[src/rtl/tlul_reg_arbiter.sv]
// Round-robin arbiter sharing one downstream register target between NumReq
// register-interface requesters, with per-requester pending slots and a WAIT timeout.
module tlul_reg_arbiter #(
    parameter int NumReq        = 2,
    parameter int RegAw         = 8,
    parameter int RegDw         = 32,
    parameter int TimeoutCycles = 256,
    localparam int RegBw        = RegDw / 8
) (
    input  logic                     clk_i,
    input  logic                     rst_ni,
    input  logic [NumReq-1:0]        req_re_i,
    input  logic [NumReq-1:0]        req_we_i,
    input  logic [NumReq*RegAw-1:0]  req_addr_i,
    input  logic [NumReq*RegDw-1:0]  req_wdata_i,
    input  logic [NumReq*RegBw-1:0]  req_be_i,
    output logic [RegDw-1:0]         req_rdata_o,
    output logic [NumReq-1:0]        req_ack_o,
    output logic [NumReq-1:0]        req_error_o,
    output logic                     reg_re_o,
    output logic                     reg_we_o,
    output logic [RegAw-1:0]         reg_addr_o,
    output logic [RegDw-1:0]         reg_wdata_o,
    output logic [RegBw-1:0]         reg_be_o,
    input  logic [RegDw-1:0]         reg_rdata_i,
    input  logic                     reg_ack_i,
    input  logic                     reg_error_i,
    output logic                     busy_o
);

    localparam int GW = (NumReq > 1) ? $clog2(NumReq) : 1;
    localparam int CW = $clog2(TimeoutCycles + 1);
    localparam logic [NumReq-1:0] ONE_HOT0 = {{(NumReq-1){1'b0}}, 1'b1};

    typedef enum logic [1:0] {
        ST_IDLE,
        ST_ISSUE,
        ST_WAIT,
        ST_RESP
    } state_e;

    state_e                 r_state;
    logic [GW-1:0]          r_grant;
    logic [GW-1:0]          r_rr;
    logic [CW-1:0]          r_cnt;
    logic                   r_op_we;
    logic                   r_reg_re;
    logic                   r_reg_we;
    logic [RegAw-1:0]       r_reg_addr;
    logic [RegDw-1:0]       r_reg_wdata;
    logic [RegBw-1:0]       r_reg_be;
    logic [RegDw-1:0]       r_req_rdata;
    logic [NumReq-1:0]      r_req_ack;
    logic [NumReq-1:0]      r_req_error;

    logic [NumReq-1:0]          w_pending;
    logic [NumReq-1:0]          w_clear;
    logic [NumReq-1:0]          w_grant_oh;
    logic [NumReq-1:0]          w_slot_we;
    logic [NumReq*RegAw-1:0]    w_slot_addr;
    logic [NumReq*RegDw-1:0]    w_slot_wdata;
    logic [NumReq*RegBw-1:0]    w_slot_be;
    logic [GW-1:0]              w_arb;
    logic [RegDw-1:0]           w_cap_rdata;
    int                         w_idx;

    assign w_grant_oh  = ONE_HOT0 << r_grant;
    assign w_clear     = (r_state == ST_RESP) ? w_grant_oh : '0;
    assign w_cap_rdata = r_op_we ? '0 : reg_rdata_i;

    // Clearing and re-capturing in the same RESP cycle lets a requester
    // queue its next access without losing a cycle.
    for (genvar gi = 0; gi < NumReq; gi++) begin : g_slot
        logic               r_pending;
        logic               r_we;
        logic [RegAw-1:0]   r_addr;
        logic [RegDw-1:0]   r_wdata;
        logic [RegBw-1:0]   r_be;
        logic               w_pulse;

        assign w_pulse = req_re_i[gi] | req_we_i[gi];

        always_ff @(posedge clk_i or negedge rst_ni) begin
            if (!rst_ni) begin
                r_pending <= 1'b0;
                r_we      <= 1'b0;
                r_addr    <= '0;
                r_wdata   <= '0;
                r_be      <= '0;
            end else if (w_pulse && (!r_pending || w_clear[gi])) begin
                r_pending <= 1'b1;
                r_we      <= req_we_i[gi];
                r_addr    <= req_addr_i[gi*RegAw +: RegAw];
                r_wdata   <= req_wdata_i[gi*RegDw +: RegDw];
                r_be      <= req_be_i[gi*RegBw +: RegBw];
            end else if (w_clear[gi]) begin
                r_pending <= 1'b0;
            end
        end

        assign w_pending[gi]                   = r_pending;
        assign w_slot_we[gi]                   = r_we;
        assign w_slot_addr[gi*RegAw +: RegAw]  = r_addr;
        assign w_slot_wdata[gi*RegDw +: RegDw] = r_wdata;
        assign w_slot_be[gi*RegBw +: RegBw]    = r_be;
    end

    // Scan offsets high to low so the nearest pending slot at or above r_rr wins.
    always_comb begin
        w_arb = r_rr;
        w_idx = 0;
        for (int k = NumReq - 1; k >= 0; k--) begin
            w_idx = int'(r_rr) + k;
            if (w_idx >= NumReq) begin
                w_idx = w_idx - NumReq;
            end
            if (w_pending[w_idx[GW-1:0]]) begin
                w_arb = GW'(w_idx);
            end
        end
    end

    always_ff @(posedge clk_i or negedge rst_ni) begin
        if (!rst_ni) begin
            r_state     <= ST_IDLE;
            r_grant     <= '0;
            r_rr        <= '0;
            r_cnt       <= '0;
            r_op_we     <= 1'b0;
            r_reg_re    <= 1'b0;
            r_reg_we    <= 1'b0;
            r_reg_addr  <= '0;
            r_reg_wdata <= '0;
            r_reg_be    <= '0;
            r_req_rdata <= '0;
            r_req_ack   <= '0;
            r_req_error <= '0;
        end else begin
            case (r_state)
                ST_IDLE: begin
                    if (|w_pending) begin
                        r_grant     <= w_arb;
                        r_op_we     <= w_slot_we[w_arb];
                        r_reg_re    <= ~w_slot_we[w_arb];
                        r_reg_we    <= w_slot_we[w_arb];
                        r_reg_addr  <= w_slot_addr[w_arb*RegAw +: RegAw];
                        r_reg_wdata <= w_slot_wdata[w_arb*RegDw +: RegDw];
                        r_reg_be    <= w_slot_be[w_arb*RegBw +: RegBw];
                        r_state     <= ST_ISSUE;
                    end
                end
                ST_ISSUE: begin
                    r_reg_re <= 1'b0;
                    r_reg_we <= 1'b0;
                    if (reg_ack_i) begin
                        r_req_rdata <= w_cap_rdata;
                        r_req_ack   <= w_grant_oh;
                        r_req_error <= reg_error_i ? w_grant_oh : '0;
                        r_state     <= ST_RESP;
                    end else begin
                        r_cnt   <= CW'(1);
                        r_state <= ST_WAIT;
                    end
                end
                ST_WAIT: begin
                    if (reg_ack_i) begin
                        r_req_rdata <= w_cap_rdata;
                        r_req_ack   <= w_grant_oh;
                        r_req_error <= reg_error_i ? w_grant_oh : '0;
                        r_state     <= ST_RESP;
                    end else if (r_cnt == CW'(TimeoutCycles)) begin
                        r_req_rdata <= '0;
                        r_req_ack   <= w_grant_oh;
                        r_req_error <= w_grant_oh;
                        r_state     <= ST_RESP;
                    end else begin
                        r_cnt <= r_cnt + CW'(1);
                    end
                end
                ST_RESP: begin
                    r_req_ack   <= '0;
                    r_req_error <= '0;
                    r_rr        <= (r_grant == GW'(NumReq - 1)) ? '0 : r_grant + GW'(1);
                    r_cnt       <= '0;
                    r_state     <= ST_IDLE;
                end
                default: r_state <= ST_IDLE;
            endcase
        end
    end

    assign req_rdata_o = r_req_rdata;
    assign req_ack_o   = r_req_ack;
    assign req_error_o = r_req_error;
    assign reg_re_o    = r_reg_re;
    assign reg_we_o    = r_reg_we;
    assign reg_addr_o  = r_reg_addr;
    assign reg_wdata_o = r_reg_wdata;
    assign reg_be_o    = r_reg_be;
    assign busy_o      = (r_state != ST_IDLE) | (|w_pending);

endmodule

[config.mk]
export PLATFORM = sky130hd
export DESIGN_NAME = tlul_reg_arbiter
export DESIGN_NICKNAME = d
export VERILOG_FILES = /design/src/rtl/tlul_reg_arbiter.sv
export SDC_FILE = /design/constraint.sdc
export NUM_CORES = 1
export LEC_CHECK = 0
export ABC_AREA = 1
export CAP_MARGIN = 20
export CORE_ASPECT_RATIO = 0.6
export CORE_UTILIZATION = 40
export CTS_CLUSTER_DIAMETER = 30
export CTS_CLUSTER_SIZE = 12
export DETAILED_ROUTE_END_ITERATION = 12
export HOLD_SLACK_MARGIN = 0.15
export PLACE_DENSITY = 0.67
export SLEW_MARGIN = 20
export SYNTH_ARGS = -nofsm -noshare
export SYNTH_HDL_FRONTEND = slang
export SYNTH_SLANG_ARGS = --single-unit
[constraint.sdc]
create_clock -name clk_i -period 4.7 [get_ports clk_i]
set_input_delay 1.41 -clock clk_i [delete_from_list [all_inputs] [get_ports clk_i]]
set_output_delay 1.41 -clock clk_i [all_outputs]
set_load 0.1 [all_outputs]
==> results of run 1 <==
## flip-flops by register name, indices dropped and copies added, names as in the netlist, 4 cells and up
| signal | cells |
|---|---|
| reg_wdata_o | 32 |
| g_slot.r_wdata | 64 |
| reg_addr_o | 8 |
| g_slot.r_addr | 16 |
| reg_be_o | 4 |
| req_rdata_o | 32 |
| r_cnt | 9 |
| g_slot.r_be | 8 |
## final timing paths
path,from,to,cells past startpoint
worst max-delay path,reg_wdata_o[17],reg_wdata_o[17],1
worst min-delay path,g_slot[0].r_we,g_slot[0].r_we,2
worst max register to register,g_slot[1].r_pending,reg_we_o,8
worst min register to register,g_slot[0].r_we,g_slot[0].r_we,2
max in group asynchronous,rst_ni,req_ack_o[1],2
min in group asynchronous,rst_ni,reg_wdata_o[27],1
## synthesized netlist by cell type
library cell | n | share of area
nand2_1 | 236 | 0.11
clkbuf_1 | 25 | 0.011
nor2_2 | 2 | 0.0015
nand3_1 | 83 | 0.050
o211ai_1 | 1 | 0.00090
ha_1 | 7 | 0.011
o22ai_1 | 1 | 0.00075
dfrtp_1 | 188 | 0.57
o21ai_0 | 101 | 0.061
inv_2 | 4 | 0.0018
a21oi_4 | 1 | 0.0020
nand2_2 | 2 | 0.0015
or2_2 | 1 | 0.00075
buf_2 | 26 | 0.016
nor2_1 | 91 | 0.041
o21ai_2 | 3 | 0.0032
buf_4 | 1 | 0.00090
a21oi_1 | 91 | 0.055
inv_1 | 138 | 0.062
buf_6 | 2 | 0.0027
o21ai_1 | 5 | 0.0030
nand3b_1 | 1 | 0.00090
## layout make-up
cell class | instances | area, µm² | share of cell area
sequential | 188 | 4700 | 0.418
clock buffer | 19 | 453 | 0.0402
multi-input combinational | 626 | 2830 | 0.252
clock inverter | 11 | 180 | 0.0160
tap | 273 | 342 | 0.0304
inverter | 142 | 533 | 0.0474
timing repair buffer | 221 | 2210 | 0.196
## metrics by stage
stage | util | cell area, µm²
4_1_cts | 0.558 | 11200
2_1_floorplan | - | 8300
3_5_place_dp | 0.526 | 10600
5_1_grt | 0.558 | 11300
3_3_place_gp | 0.526 | 10600
6_report | 0.558 | 11300
## routing by layer
layer | wire length [µm] | global-route usage | share of wire | vias up
met1 | 11200 | 0.339 | 0.51 | 3436
li1 | - | - | - | 3533
met5 | 0 | 0 | 0 | -
met4 | 252 | 0.0564 | 0.012 | 0
met2 | 9090 | 0.304 | 0.41 | 224
met3 | 1400 | 0.0458 | 0.064 | 20
## tightest hold or removal path: cells and delay by family, from the launching register on
family | cells | cell delay, ns
simple gates | 2 | 0.09
flops | 1 | 0.35
## cell families after synthesis
family | after synthesis | synth area share
buf+inv | 196 | 0.0948
compound gates | 203 | 0.126
simple gates | 416 | 0.203
flops | 188 | 0.567
fa+ha+maj | 7 | 0.0105
==> flow_summary.yaml, run 1 <==
clock_network:
  cts_buffers: 17
  clock-sinks: 188
  clock_path_buffers: 2
  clk_pin_slew_ns: 0.07
  root_buffer: "clkbuf_16"
  post-cts-setup-buffers: 0
  cts_hold_buf: 0
  cts_tree: "done"
  htreeDepth: 4
  clk_latency_ns: 0.43
  cts_resized: 0
global_routing:
  grt_start_max_net_pins: 83
  grt_pass1_vias: 6998
  grt_pass1_wl_um: 37000
  antenna_found_initial: 0
  gr-total-overflow: 0
  grt_usage: 0.218
cells_and_area:
  layout_common_cells: "234 x nand2_1, 208 x clkdlybuf4s50_1, 188 x dfrtp_1"
  instances_no_fill: 1480
  fillCellCount: 1840
  drive_above_1_share: 0.0481
  layout_commonest_cell: "nand2_1"
  area_delta_synth_final_pct: 35.5
  finalNetCount: 1331
  diodes: 0
synth:
  synthCells: 1010
  syn_area_um2: 8300
  synth_fp_nets: 1145
  ys_ff_latch: 188
  syn_avg_cell_area_um2: 8.22
  ys_seq_area_frac: 0.567
  synth_warnings: 0
  synth_cell_types: 22
worst_setup_path:
  worstPathMaxFanout: 2
  crit_type: "flip-flop to output port"
  max_stage_delay_ns: 1.16
  worst_setup_path_start_kind: "flip-flop"
  critical_path_arrival_ns: 1.99
  cp_slowest_cell: "clkdlybuf4s50_1"
  r2r_setup_slack_ns: 1.94
  endpoint_kind: "output port"
  worst-path-buf-inv: 1
  required_ns: 3.29
  cp_top_family: "buffers and inverters"
  path_cells: "clkdlybuf4s50_1"
placement:
  gp_congestion: 0.860
  dpl.cell_count: 1450
  port_buffers: 210
  dpl.hpwl_um: 14600
  dp_slack_ns: 1.10
sta:
  max_slew_margin: 0.315
  rsz0062_at_grt: "no"
  hold_slack_ns: 0.473
  worst_pin_slew_ns: 1.02
  setup_violations: 0
  maxSlewViolCount: 0
  finalCritPeriodShare: 0.724
  hold_violations: 0
  maxClockFrequency_mhz: 294
  min_period_ns: 3.40
  setup_slack_ns: 1.30
  skew_ns: 0.0126
  fin_tns_setup_ns: 0
drt:
  vias: 7213
  drtIter0Drc: 568
  dr.pass1.iters: 5
  wl_um: 21900
  drtAntennaViolNets: 0
  wl_per_cell_um: 14.8
  drc: 0
  vias_per_cell: 4.87
floorplan:
  row_count: 40
  io_pins: 211
  dieArea_um2: 21400
  die_h_um: 114
  fp.coreArea_um2: 20200
  start_util: 0.412
  die_width_um: 188
flow_run:
  cap_violations: 0
status:
  status: "finished clean"
min_path:
  worstHoldPathType: "flip-flop to flip-flop"
Power of run 1 is not shown: default switching activity piles up to over one toggle a cycle in this logic, so the estimate is an artifact.
==> run 2, diff against run 1 <==
==> constraint.sdc (replaced) <==
create_clock -name clk_i -period 3.4 [get_ports clk_i]
set_input_delay 1.02 -clock clk_i [delete_from_list [all_inputs] [get_ports clk_i]]
set_output_delay 1.02 -clock clk_i [all_outputs]
set_load 0.1 [all_outputs]
==> run 2 against run 1 <==
Effect of this change:
- die area is the same
- clock-buffer cell count decreased by 1
- utilization decreased by 1.0 points
- worst setup slack got worse by 0.80 ns
- sequential share of layout area rose by 0.78 points
- via count shrank 1.6%
==> flow_summary.yaml, run 2 (synthesis gave the netlist of run 1 again) <==
clock_network:
  htreeDepth: 4
  clk_pin_slew_ns: 0.07
  cts_hold_buf: 0
  clock_path_buffers: 2
  cts_buffers: 17
  clk_latency_ns: 0.43
  clock-sinks: 188
  post-cts-setup-buffers: 0
  cts_tree: "done"
  root_buffer: "clkbuf_16"
  cts_resized: 0
drt:
  wl_um: 22000
  vias: 7101
  dr.pass1.iters: 9
  wl_met1_um: 11300
  met2_length_um: 9040
  drtAntennaViolNets: 0
  vias_per_cell: 4.76
  drc: 0
  dr.max_layer_used: "met4"
  drtIter0Drc: 483
  wl_met3_um: 1480
  wl_per_cell_um: 14.8
flow_run:
  cap_violations: 0
placement:
  gp_congestion: 0.889
  placed_area_um2: 10500
  dpl.hpwl_um: 14800
  port_buffers: 210
worst_setup_path:
  worst_setup_path_start_kind: "flip-flop"
  r2r_setup_slack_ns: 1.11
  required_ns: 2.38
  max_stage_delay_ns: 0.44
  worstPathMaxFanout: 5
  endpoint_kind: "output port"
  critical_path_arrival_ns: 1.88
  cp_top_family: "buffers and inverters"
  worst-path-buf-inv: 2
  cp_slowest_cell: "dfrtp_1"
  path_cells: "inv_1 > ha_1 > nand3_1 > buf_4"
  crit_type: "flip-flop to output port"
cells_and_area:
  largest_reg_flops: 64
  layout_common_cells: "236 x nand2_1, 188 x dfrtp_1, 138 x inv_1"
  max_flop_register: "g_slot.r_wdata"
  area_delta_synth_final_pct: 33.1
  multi_input_area_um2: 2830
  stdcell_area_um2: 11000
  layout_commonest_cell: "nand2_1"
  fillCellCount: 1902
  seq_area_um2: 4700
  finalNetCount: 1339
  drive_above_1_share: 0.122
floorplan:
  dieArea_um2: 21400
  start_util: 0.412
  row_count: 40
  die_h_um: 114
  fp.coreArea_um2: 20200
  die_width_um: 188
  io_pins: 211
global_routing:
  antenna_found_initial: 2
  grt_pass1_vias: 6789
  grt_pass1_wl_um: 35900
  gr-total-overflow: 0
  grt_start_max_net_pins: 77
  grt_usage: 0.215
sta:
  max_slew_margin: 0.488
  finalCritPeriodShare: 0.854
  maxClockFrequency_mhz: 344
  hold_violations: 0
  worst_pin_slew_ns: 0.767
  setup_violations: 0
  min_period_ns: 2.90
  rsz0062_at_grt: "no"
  maxSlewViolCount: 0
  skew_ns: 0.00581
  fin_tns_setup_ns: 0
status:
  status: "finished clean"
min_path:
  worstHoldPathType: "flip-flop to flip-flop"
[run 2: path summary, 6_finish.rpt]
kind,startpoint,endpoint,cells after the start
worst max-delay path,r_state[0],busy_o,4
worst min-delay path,req_rdata_o[6],req_rdata_o[6],2
worst max register to register,r_state[0],req_rdata_o[23],9
worst min register to register,req_rdata_o[6],req_rdata_o[6],2
max in group asynchronous,rst_ni,reg_wdata_o[10],2
min in group asynchronous,rst_ni,reg_wdata_o[27],1
[run 2: stage by stage]
stage / hold slack, ns / worst slack (ns) / util / std cells
after detailed placement: 0.461 / 0.743 / 0.520 / 1458
after global routing: 0.497 / 0.431 / 0.548 / 1491
final: 0.477 / 0.496 / 0.548 / 1492
after floorplan: 0.442 / 0.885 / - / 1010
after global placement: 0.457 / 0.804 / 0.520 / 1458
after CTS: 0.478 / 0.510 / 0.548 / 1490
[run 2: routing by layer]
| layer | GRT usage | vias up |
|---|---|---|
| met5 | 0 | - |
| met1 | 0.324 | 3287 |
| met4 | 0.0569 | 0 |
| met3 | 0.0557 | 17 |
| li1 | - | 3561 |
| met2 | 0.303 | 236 |
[run 2: final cells by class]
| class | instances | share of cell area |
|---|---|---|
| Antenna cell | 2 | 0.000453 |
| Sequential cell | 188 | 0.426 |
| Clock buffer | 18 | 0.0397 |
| Clock inverter | 14 | 0.0110 |
| Inverter | 142 | 0.0482 |
| Timing Repair Buffer | 229 | 0.188 |
| Multi-Input combinational cell | 626 | 0.256 |
| Tap cell | 273 | 0.0309 |
[run 2: worst reg2reg max path: cells and delay by family, from the launching register on]
family / cells / cell delay, ns
flops: 1 / 0.44
simple gates: 5 / 0.70
buf+inv: 3 / 0.56
fa+ha+maj: 1 / 0.52
Power of run 2 is left out for the same reason.
==> run 3, diff against run 2 <==
--- a/config.mk
+++ b/config.mk
@@ -6,7 +6,6 @@
 export NUM_CORES = 1
 export LEC_CHECK = 0
 export ABC_AREA = 1
-export CAP_MARGIN = 20
 export CORE_ASPECT_RATIO = 0.6
 export CORE_UTILIZATION = 40
 export CTS_CLUSTER_DIAMETER = 30
==> results of run 3 <==
Same layout as run 2: the final DEF is identical, and so are final timing and power.
Power of run 3 is left out for the same reason.
